`src/rtl/pdm_mic_capture_pkg.sv`:
```
// Shared audio constants and capture FSM state type.
// AUDIO_W is the sample width shared with the PWM generator.
package pdm_mic_capture_pkg;

    localparam int unsigned CLK_HZ  = 50_000_000;
    localparam int unsigned MCLK_HZ = 2_500_000;
    localparam int unsigned AUDIO_W = 11;

    typedef enum logic [1:0] {
        ST_IDLE   = 2'd0,
        ST_SETTLE = 2'd1,
        ST_RUN    = 2'd2
    } cap_state_e;

endpackage

```
`src/rtl/pdm_mic_capture_if.sv`:
```
// PCM sample handshake between the capture block (master) and its consumer (slave).
interface pdm_mic_capture_if
    import pdm_mic_capture_pkg::*;
#(
    parameter int unsigned OUT_W = AUDIO_W
) ();

    logic [OUT_W-1:0] SAMPLE;
    logic             SAMPLE_VALID;
    logic             SAMPLE_READY;
    logic             OVERRUN;
    logic             CLR_OVR;

    modport master (
        output SAMPLE, SAMPLE_VALID, OVERRUN,
        input  SAMPLE_READY, CLR_OVR
    );

    modport slave (
        input  SAMPLE, SAMPLE_VALID, OVERRUN,
        output SAMPLE_READY, CLR_OVR
    );

endinterface

```
`src/rtl/pdm_mic_capture_clkgen.sv`:
```
// Microphone clock divider; bit_stb marks the last system cycle before M_CLK falls.
module pdm_mic_capture_clkgen #(
    parameter int unsigned CLK_DIV = 10
) (
    input  logic clk,
    input  logic rst_n,
    input  logic clr,
    output logic m_clk,
    output logic bit_stb
);

    localparam int unsigned    DW       = $clog2(CLK_DIV);
    localparam logic [DW-1:0]  DIV_LAST = DW'(CLK_DIV - 1);

    logic [DW-1:0] div_cnt_q, div_cnt_d;
    logic          m_clk_q, m_clk_d;
    logic          wrap;

    assign wrap = (div_cnt_q == DIV_LAST);

    always_comb begin
        div_cnt_d = div_cnt_q;
        m_clk_d   = m_clk_q;
        if (clr) begin
            div_cnt_d = '0;
            m_clk_d   = 1'b0;
        end else if (wrap) begin
            div_cnt_d = '0;
            m_clk_d   = ~m_clk_q;
        end else begin
            div_cnt_d = div_cnt_q + 1'b1;
        end
    end

    always_ff @(posedge clk) begin
        if (!rst_n) begin
            div_cnt_q <= '0;
            m_clk_q   <= 1'b0;
        end else begin
            div_cnt_q <= div_cnt_d;
            m_clk_q   <= m_clk_d;
        end
    end

    assign m_clk   = m_clk_q;
    assign bit_stb = wrap && m_clk_q;

endmodule

```
`src/rtl/pdm_mic_capture.sv`:
```
// PDM microphone capture: drives M_CLK, counts ones per DECIM-bit window and
// emits saturated unsigned PCM samples through a 1-entry valid/ready register.
module pdm_mic_capture
    import pdm_mic_capture_pkg::*;
#(
    parameter int unsigned CLK_DIV    = CLK_HZ / (2 * MCLK_HZ),
    parameter int unsigned DECIM      = 64,
    parameter int unsigned SHIFT      = 4,
    parameter int unsigned OUT_W      = AUDIO_W,
    parameter int unsigned SETTLE_WIN = 2
) (
    input  logic              CLK50MHZ,
    input  logic              RST_N,
    input  logic              EN,
    input  logic              M_DATA,
    output logic              M_CLK,
    output logic              M_LRSEL,
    pdm_mic_capture_if.master cap
);

    localparam int unsigned BW = $clog2(DECIM);
    localparam int unsigned OW = $clog2(DECIM + 1);
    localparam int unsigned SW = (SETTLE_WIN > 1) ? $clog2(SETTLE_WIN) : 1;
    localparam int unsigned PW = OW + SHIFT;
    localparam int unsigned XW = (PW > OUT_W) ? PW : OUT_W;

    localparam logic [BW-1:0] BIT_LAST    = BW'(DECIM - 1);
    localparam logic [SW-1:0] SETTLE_LAST = SW'(SETTLE_WIN - 1);
    localparam logic [XW-1:0] SAT_MAX     = XW'((64'd1 << OUT_W) - 64'd1);

    cap_state_e       state_q, state_d;
    logic [BW-1:0]    bit_cnt_q, bit_cnt_d;
    logic [OW-1:0]    ones_q, ones_d;
    logic [SW-1:0]    settle_q, settle_d;
    logic             sync1_q, sync1_d;
    logic             sync2_q, sync2_d;
    logic [OUT_W-1:0] sample_q, sample_d;
    logic             valid_q, valid_d;
    logic             ovr_q, ovr_d;

    logic             clkgen_clr;
    logic             bit_stb;
    logic             active;
    logic             win_end;
    logic             load;
    logic             ovr_set;
    logic [OW-1:0]    result;
    logic [XW-1:0]    scaled;
    logic [OUT_W-1:0] pcm;

    assign clkgen_clr = ~EN;

    pdm_mic_capture_clkgen #(
        .CLK_DIV (CLK_DIV)
    ) u_clkgen (
        .clk     (CLK50MHZ),
        .rst_n   (RST_N),
        .clr     (clkgen_clr),
        .m_clk   (M_CLK),
        .bit_stb (bit_stb)
    );

    // The window-closing bit is folded into result so no bit is lost at the wrap.
    assign active  = EN && (state_q != ST_IDLE);
    assign win_end = active && bit_stb && (bit_cnt_q == BIT_LAST);
    assign result  = ones_q + OW'(sync2_q);
    assign scaled  = XW'(result) << SHIFT;
    assign pcm     = (scaled > SAT_MAX) ? OUT_W'(SAT_MAX) : OUT_W'(scaled);

    always_comb begin
        state_d   = state_q;
        settle_d  = settle_q;
        bit_cnt_d = bit_cnt_q;
        ones_d    = ones_q;
        load      = 1'b0;
        sync1_d   = M_DATA;
        sync2_d   = sync1_q;
        if (!EN) begin
            state_d   = ST_IDLE;
            settle_d  = '0;
            bit_cnt_d = '0;
            ones_d    = '0;
        end else begin
            unique case (state_q)
                ST_IDLE: begin
                    state_d   = (SETTLE_WIN == 0) ? ST_RUN : ST_SETTLE;
                    settle_d  = '0;
                    bit_cnt_d = '0;
                    ones_d    = '0;
                end
                ST_SETTLE: begin
                    if (win_end) begin
                        if (settle_q == SETTLE_LAST) begin
                            state_d  = ST_RUN;
                            settle_d = '0;
                        end else begin
                            settle_d = settle_q + 1'b1;
                        end
                    end
                end
                ST_RUN:  load = win_end;
                default: state_d = ST_IDLE;
            endcase
            if (active && bit_stb) begin
                if (win_end) begin
                    bit_cnt_d = '0;
                    ones_d    = '0;
                end else begin
                    bit_cnt_d = bit_cnt_q + 1'b1;
                    ones_d    = result;
                end
            end
        end
    end

    always_comb begin
        sample_d = sample_q;
        valid_d  = valid_q;
        ovr_d    = ovr_q;
        ovr_set  = 1'b0;
        if (load) begin
            if (!valid_q || cap.SAMPLE_READY) begin
                sample_d = pcm;
                valid_d  = 1'b1;
            end else begin
                ovr_set = 1'b1;
            end
        end else if (valid_q && cap.SAMPLE_READY) begin
            valid_d = 1'b0;
        end
        if (ovr_set) begin
            ovr_d = 1'b1;
        end else if (cap.CLR_OVR) begin
            ovr_d = 1'b0;
        end
    end

    always_ff @(posedge CLK50MHZ) begin
        if (!RST_N) begin
            state_q   <= ST_IDLE;
            settle_q  <= '0;
            bit_cnt_q <= '0;
            ones_q    <= '0;
            sync1_q   <= 1'b0;
            sync2_q   <= 1'b0;
            sample_q  <= '0;
            valid_q   <= 1'b0;
            ovr_q     <= 1'b0;
        end else begin
            state_q   <= state_d;
            settle_q  <= settle_d;
            bit_cnt_q <= bit_cnt_d;
            ones_q    <= ones_d;
            sync1_q   <= sync1_d;
            sync2_q   <= sync2_d;
            sample_q  <= sample_d;
            valid_q   <= valid_d;
            ovr_q     <= ovr_d;
        end
    end

    assign M_LRSEL          = 1'b0;
    assign cap.SAMPLE       = sample_q;
    assign cap.SAMPLE_VALID = valid_q;
    assign cap.OVERRUN      = ovr_q;

endmodule
```
`src/flat_wrapper.sv`:
```
// flat-port wrapper written by rule: the top's interface ports become plain ports
module pdm_mic_capture_flat import pdm_mic_capture_pkg::*;
#(
    parameter int unsigned CLK_DIV    = CLK_HZ / (2 * MCLK_HZ),
    parameter int unsigned DECIM      = 64,
    parameter int unsigned SHIFT      = 4,
    parameter int unsigned OUT_W      = AUDIO_W,
    parameter int unsigned SETTLE_WIN = 2
)
  (CLK50MHZ, RST_N, EN, M_DATA, M_CLK, M_LRSEL, cap_SAMPLE, cap_SAMPLE_VALID, cap_OVERRUN, cap_SAMPLE_READY, cap_CLR_OVR);
  pdm_mic_capture_if #(.OUT_W(OUT_W)) cap_i ();
  input  logic CLK50MHZ;
  input  logic RST_N;
  input  logic EN;
  input  logic M_DATA;
  output logic M_CLK;
  output logic M_LRSEL;
  output wire logic [$bits(cap_i.SAMPLE)-1:0] cap_SAMPLE;
  output wire logic [$bits(cap_i.SAMPLE_VALID)-1:0] cap_SAMPLE_VALID;
  output wire logic [$bits(cap_i.OVERRUN)-1:0] cap_OVERRUN;
  input wire logic [$bits(cap_i.SAMPLE_READY)-1:0] cap_SAMPLE_READY;
  input wire logic [$bits(cap_i.CLR_OVR)-1:0] cap_CLR_OVR;
  assign cap_SAMPLE = cap_i.SAMPLE;
  assign cap_SAMPLE_VALID = cap_i.SAMPLE_VALID;
  assign cap_OVERRUN = cap_i.OVERRUN;
  assign cap_i.SAMPLE_READY = cap_SAMPLE_READY;
  assign cap_i.CLR_OVR = cap_CLR_OVR;
  pdm_mic_capture #(.CLK_DIV(CLK_DIV), .DECIM(DECIM), .SHIFT(SHIFT), .OUT_W(OUT_W), .SETTLE_WIN(SETTLE_WIN)) u_core (.CLK50MHZ(CLK50MHZ), .RST_N(RST_N), .EN(EN), .M_DATA(M_DATA), .M_CLK(M_CLK), .M_LRSEL(M_LRSEL), .cap(cap_i));
endmodule
```
`config.mk`:
```
export PLATFORM = sky130hd
export DESIGN_NAME = pdm_mic_capture_flat
export DESIGN_NICKNAME = d
export VERILOG_FILES = /design/src/rtl/pdm_mic_capture_pkg.sv /design/src/rtl/pdm_mic_capture_if.sv /design/src/rtl/pdm_mic_capture_clkgen.sv /design/src/rtl/pdm_mic_capture.sv /design/src/flat_wrapper.sv
export SDC_FILE = /design/constraint.sdc
export NUM_CORES = 1
export LEC_CHECK = 0
export CAP_MARGIN = 20
export CORE_MARGIN = 4
export CORE_UTILIZATION = 40
export CTS_BUF_LIST = sky130_fd_sc_hd__clkbuf_4
export CTS_CLUSTER_DIAMETER = 50
export CTS_CLUSTER_SIZE = 14
export DETAILED_ROUTE_END_ITERATION = 12
export PLACE_DENSITY_LB_ADDON = 0.25
export SETUP_SLACK_MARGIN = 0.4
export SYNTH_ARGS = -nofsm -noshare
export SYNTH_HDL_FRONTEND = slang
export SYNTH_SLANG_ARGS = --single-unit
```
`constraint.sdc`:
```
create_clock -name CLK50MHZ -period 4.5 [get_ports CLK50MHZ]
set_input_delay 0.45 -clock CLK50MHZ [delete_from_list [all_inputs] [get_ports CLK50MHZ]]
set_output_delay 0.45 -clock CLK50MHZ [all_outputs]
set_load 0.01 [all_outputs]
```
==> Yosys cells after proc, flatten, opt, wreduce, memory -nomap -nowiden <==
Index checks and enable logic that the tools add are counted.
{ "totals": {"memories": 0, "rom_bits": 0, "mem_bits_rw": 0, "latchBits": 0, "wordCells": 68, "register_bits": 36, "output_inout_bits": 15} }
{ "classes": {"mux": 22, "div_mod_pow": 0, "multipliers": 0, "n_shift": 0, "n_bitwise": 4, "n_reduce_logical": 19, "n_lt_le_gt_ge": 1, "add_sub_neg": 4, "n_eq_ne": 7} }
{ "ops": {"columns": ["op", "count"], "rows": [
  ["$mux 7", 3],
  ["$mux 6", 3],
  ["$gt 11x11->1 const B", 1],
  ["$mux 1", 11],
  ["$mux 11", 1],
  ["$reduce_bool 2->1", 5],
  ["$reduce_and 2->1", 4],
  ["$add 7x1->7", 1],
  ["$add 6x1->6 const B", 1],
  ["$eq 6x6->1 const B", 1],
  ["$pmux 2 s3", 1],
  ["$logic_and 1x1->1", 5],
  ["$add 4x1->4 const B", 1],
  ["$eq 4x4->1 const B", 1],
  ["$mux 2", 2],
  ["$ne 2x1->1 const B", 2],
  ["$not 1->1", 4],
  ["$reduce_and 3->1", 1],
  ["$reduce_or 3->1", 1],
  ["$eq 2x1->1 const B", 1],
  ["$eq 2x2->1 const B", 1],
  ["$logic_not 2->1", 1],
  ["$ne 2x2->1 const B", 1],
  ["$pmux 1 s2", 1],
  ["3 further kinds", 3]
]} }

==> Logic depth before layout (Yosys ltp) <==
{ "depth": {"ltp_word": 8, "ltp_mapped": 8} }

==> Hierarchy <==
Synthesis repeated with hierarchy kept, for this count alone.
{ "unflattened": {"hier_cells": 164, "hier_area_um2": 1506.4} }
{ "modules_own_cells": {"columns": ["mod", "cells_each", "instances", "seq_area_each_um2", "area_each_um2"], "rows": [
  ["pdm_mic_capture", 143, 1, 540.5, 1283.7],
  ["pdm_mic_capture_clkgen", 21, 1, 100.1, 222.7]
]} }

==> Worst setup path before layout <==
Ideal clock, no wire load.
{ "synth_path": {"kind": "register -> register", "from": "reg u_core.u_clkgen.div_cnt_q[0]", "to": "reg u_core.settle_q", "setup_ns": 0.074, "path_stages_with_launch": 7, "slack_ns": 2.862, "path_buffers": 1, "t_arrival_ns": 1.564, "path_cell_list": "dfxtp_1 ha_1 and3b_1 buf_6 nand4_4 or4b_1 a31oi_1"} }
{ "synth_via": {"elab_chain_cells": 6} }
{ "synth_rtl": {"columns": ["item", "line_no", "rtl"], "rows": [
  ["from (decl)", "pdm_mic_capture_clkgen.sv:15", "logic [DW-1:0] div_cnt_q, div_cnt_d;"],
  ["from (signal assigned)", "pdm_mic_capture_clkgen.sv:40", "div_cnt_q <= div_cnt_d;"],
  ["$eq 4x4->1", "pdm_mic_capture_clkgen.sv:19", "assign wrap = (div_cnt_q == DIV_LAST);"],
  ["$logic_and 1x1->1", "pdm_mic_capture_clkgen.sv:46", "assign bit_stb = wrap && m_clk_q;"],
  ["$logic_and 1x1->1 (2 in a row)", "pdm_mic_capture.sv:65", "assign win_end = active && bit_stb && (bit_cnt_q == BIT_LAST);"],
  ["$ne 2x1->1 (no line)", null, null],
  ["$reduce_and 2->1 (no line)", null, null],
  ["to (signal assigned)", "pdm_mic_capture.sv:151", "settle_q <= settle_d;"],
  ["to (decl)", "pdm_mic_capture.sv:34", "logic [SW-1:0] settle_q, settle_d;"]
]} }
Every way passes these cells.
A chain may end at the register's enable or synchronous reset.

==> Worst setup path in the final report <==
{ "layout_path": {"from": "reg u_core.u_clkgen.div_cnt_q[0]", "to": "reg u_core.sample_q[9], in the netlist u_core.cap.SAMPLE[9]"} }
{ "layout_via": {"elab_chain_cells": 7} }
{ "layout_rtl": {"columns": ["item", "line_no", "rtl"], "rows": [
  ["$eq 4x4->1", "pdm_mic_capture_clkgen.sv:19", null],
  ["$logic_and 1x1->1", "pdm_mic_capture_clkgen.sv:46", null],
  ["$logic_and 1x1->1 (2 in a row)", "pdm_mic_capture.sv:65", null],
  ["$mux 1", "pdm_mic_capture.sv:84", "unique case (state_q)"],
  ["$mux 1", "pdm_mic_capture.sv:78", "if (!EN) begin"],
  ["$reduce_and 2->1 (no line)", null, null],
  ["to (signal assigned)", "pdm_mic_capture.sv:156", "sample_q <= sample_d;"],
  ["to (decl)", "pdm_mic_capture.sv:37", "logic [OUT_W-1:0] sample_q, sample_d;"]
]} }
Every way passes these cells.

==> results.yml <==
run_status:
  status: "completed"
synthesis:
  syn-cell-area_um2: 1510
  synth_edf_count: 0
  synthArstFlopShare_pct: 0
  yosys_warnings: 0
  ys_types: 43
  syn_area_per_cell_um2: 9.01
  ys_seq_area_share_pct: 42.6
  ys_ff_latch: 32
  synth_ff_type: "dfxtp_1"
  syn_inst: 167
run:
  maxCapViolations: 0
floorplanning:
  placementRows: 22
  die_h_um: 69.3
  coreArea_um2: 3660
  io_pins: 21
  initial_core_util_pct: 41.1
  dieArea_um2: 4810
  die-width_um: 69.3
power:
  p_switching_mw: 0.104
  p_sw_share_pct: 22.2
  p_clk_share_pct: 35.4
  power_frac_seq_pct: 61.3
  power.density_nw_per_um2: 274
  p_leak_nw: 0.609
  power_frac_comb_pct: 3.3
  cellInternalPower_mw: 0.364
  peakVddDrop_mv: 0.197
cts:
  postCtsHoldBufs: 0
  htreeDepth: 2
  cts_tree: "yes"
  post_cts_buffers: 0
  path_clk_slew_ps: 90
  cts_buffer_depth: 2
  cts_inserted_buffers: 5
  post_cts_resized: 0
  numClockSinks: 32
  clock_latency_ps: 330
  cts-root-buf: "clkbuf_4"
sta:
  slew_headroom_pct: 59.7
  period_needed_ps: 2020
  finClkSkew_ps: 11.7
  setup_tns_ps: 0
  worst_slew_pin_slew_ps: 603
  final.setup.worst_slack_ps: 2480
  max_freq_mhz: 495
  maxSlewViolCount: 0
  setup_viol: 0
  rsz0062_at_grt: "no"
  min_period_over_period_pct: 44.9
  hold_violations: 0
setup_path:
  crit_type: "register to register"
  r2r_cells: 4
  reg2reg_to: "u_core.cap.SAMPLE[9]"
  end_kind: "register"
  timing.rr.start: "u_core.u_clkgen.div_cnt_q[0]"
  worstPathArrival_ps: 2240
  regToRegSetupSlack_ps: 2480
  critPathRequiredTime_ps: 4720
  crit_fanout: 10
  cp-start-kind: "register"
final_layout:
  diodes: 0
  nNetsFinal: 194
  nFillCells: 360
  drive_above_1_share_pct: 6.52
  area_growth_pct: 13.2
grt:
  grt_max_degree: 11
  groute.usage.overall_pct: 13.6
  antenna_found_initial: 0
  grt_pass1_wl_um: 5290
  grt_pass1_vias: 1189
  grt_overflow: 0
route:
  drtAntennaViolNets: 0
  routedWlPerCell_um: 13.3
  drt-total-wl_um: 3090
  drt-initial-drc-count: 38
  vias: 1224
  drc: 0
  dr.pass1.iters: 4
  post_drt_via_cell_ratio: 5.28
min_path:
  worstHoldStart: "u_core.sync1_q"
  worstHoldPathType: "register to register"
  min_path_cells: 1
  hold_path_end: "u_core.sync2_q"
place:
  gp_congestion: 0.738
  portBuffers: 15
  hpwlAfterDp_um: 2320
  pre_cts_ws_ps: 2330
critical path: stages, from the launching register on:
cell	delay, ps
dfxtp_1	390
ha_1	230
and3b_1	460
nand4_1	390
o41ai_1	430
power by group through the flow:
stage / clock network (mW) / registers [mW] / logic (mW)
2_1_floorplan: 0 / 0.293 / 0.0114
3_3_place_gp: 0 / 0.293 / 0.0148
3_5_place_dp: 0 / 0.293 / 0.0155
4_1_cts: 0.172 / 0.287 / 0.0155
5_1_grt: 0.184 / 0.287 / 0.0172
6_report: 0.165 / 0.287 / 0.0154
worst max path at each step:
stage	endpoint	depth (start not counted)	slack, ps	startpoint
after floorplan	u_core.settle_q	6	2860	u_core.u_clkgen.div_cnt_q[0]
after global placement	u_core.ones_q[4]	5	2420	RST_N
after detailed placement	u_core.ones_q[4]	5	2330	RST_N
after CTS	u_core.cap.SAMPLE[9]	4	2480	u_core.u_clkgen.div_cnt_q[0]
after global routing	u_core.cap.SAMPLE[5]	5	2320	u_core.u_clkgen.div_cnt_q[0]
final	u_core.cap.SAMPLE[9]	4	2480	u_core.u_clkgen.div_cnt_q[0]
cells in the final DEF, fill, tap and decap left out, drive strengths merged:
cell,count
conb,5
a32o,1
or3,1
and3,2
inv,2
and4b,1
o41ai,1
mux2i,2
and4,2
nor2b,4
nand2b,3
a22oi,3
nand4,2
nand2,15
nand3b,1
clkbuf,7
nor3,5
clkdlybuf4s50,15
o21ai,8
o21a,2
o211a,1
xor2,1
ha,5
a21oi,13
and3b,1
nand4b,1
dfxtp,32
nand3,11
or4b,1
a31oi,1
nor2,13
a211oi,2
and2,4
clkinv,2
o31ai,1
o211ai,8
xnor2,5
metrics by stage:
stage                     hold slack [ps]  total power, mW  util [%]  instances  area (µm²)
after floorplan                       412            0.304         -        171        1520
after global placement                419            0.308      45.0        224        1650
after detailed placement              418            0.309      45.0        224        1650
after CTS                             441            0.474      46.5        232        1700
after global routing                  487            0.489      46.5        232        1700
final                                 439            0.468      46.5        232        1700
cell families (layout without fill, tap and decap cells):
kind of cell	after synthesis	count (layout)	synth area share, %
AND/OR/NAND/NOR	67	67	24.4
AO/OA/AOI/OAI	41	41	17.6
flip-flops	32	32	42.6
buffers and inverters	13	26	6.23
XOR/XNOR	6	6	3.49
adder cells (fa/ha/maj)	5	5	4.16
multiplexers	2	2	1.33
other	1	5	0.249
registers in the layout (all words and copies together) (netlist names):
name and flops:
u_core.cap.OVERRUN 1, u_core.bit_cnt_q 6, u_core.u_clkgen.div_cnt_q 4, u_core.cap.SAMPLE_VALID 1, u_core.cap.SAMPLE 7, u_core.sync1_q 1
u_core.settle_q 1, u_core.state_q 2, u_core.u_clkgen.m_clk 1, u_core.ones_q 7, u_core.sync2_q 1
synthesized netlist by cell type, types with 2 or more instances:
master    instances  share of area [%]
nor3_1            5                1.7
buf_6             2                1.5
a21oi_1          13                4.3
dfxtp_1          32                 43
o21ai_0           8                2.7
ha_1              5                4.2
clkbuf_1          2               0.50
nor2b_1           4                1.7
nand3_1          11                3.7
inv_1             2               0.50
nor2_1           13                3.2
mux2i_1           2                1.3
o21a_1            2                1.0
and3_1            2               0.83
a22oi_1           3                1.5
and2_1            3                1.2
o211ai_1          8                4.0
buf_4             5                2.5
xnor2_1           5                2.9
nand2b_1          3                1.2
nand2_1          15                3.7
routing by layer:
metal  GRT usage (%)  share of wire [%]  wire [µm]  vias up
li1                -                  -          -      624
met1            17.1                 47       1460      565
met2            21.4                 47       1460       29
met3            4.78                4.4        137        6
met4            5.21                1.3         40        0
met5               0                  0          0        -
area by class of cell:
cell class / instances / area [µm²] / share of cell area, %
Inverter: 3 / 11.3 / 0.661
Tap cell: 48 / 60.1 / 3.52
Sequential cell: 32 / 641 / 37.6
Clock inverter: 1 / 3.75 / 0.220
Clock buffer: 7 / 52.6 / 3.08
Timing Repair Buffer: 15 / 150 / 8.81
Multi-Input combinational cell: 126 / 786 / 46.1
Note: power is estimated with default switching activity, not from simulation.
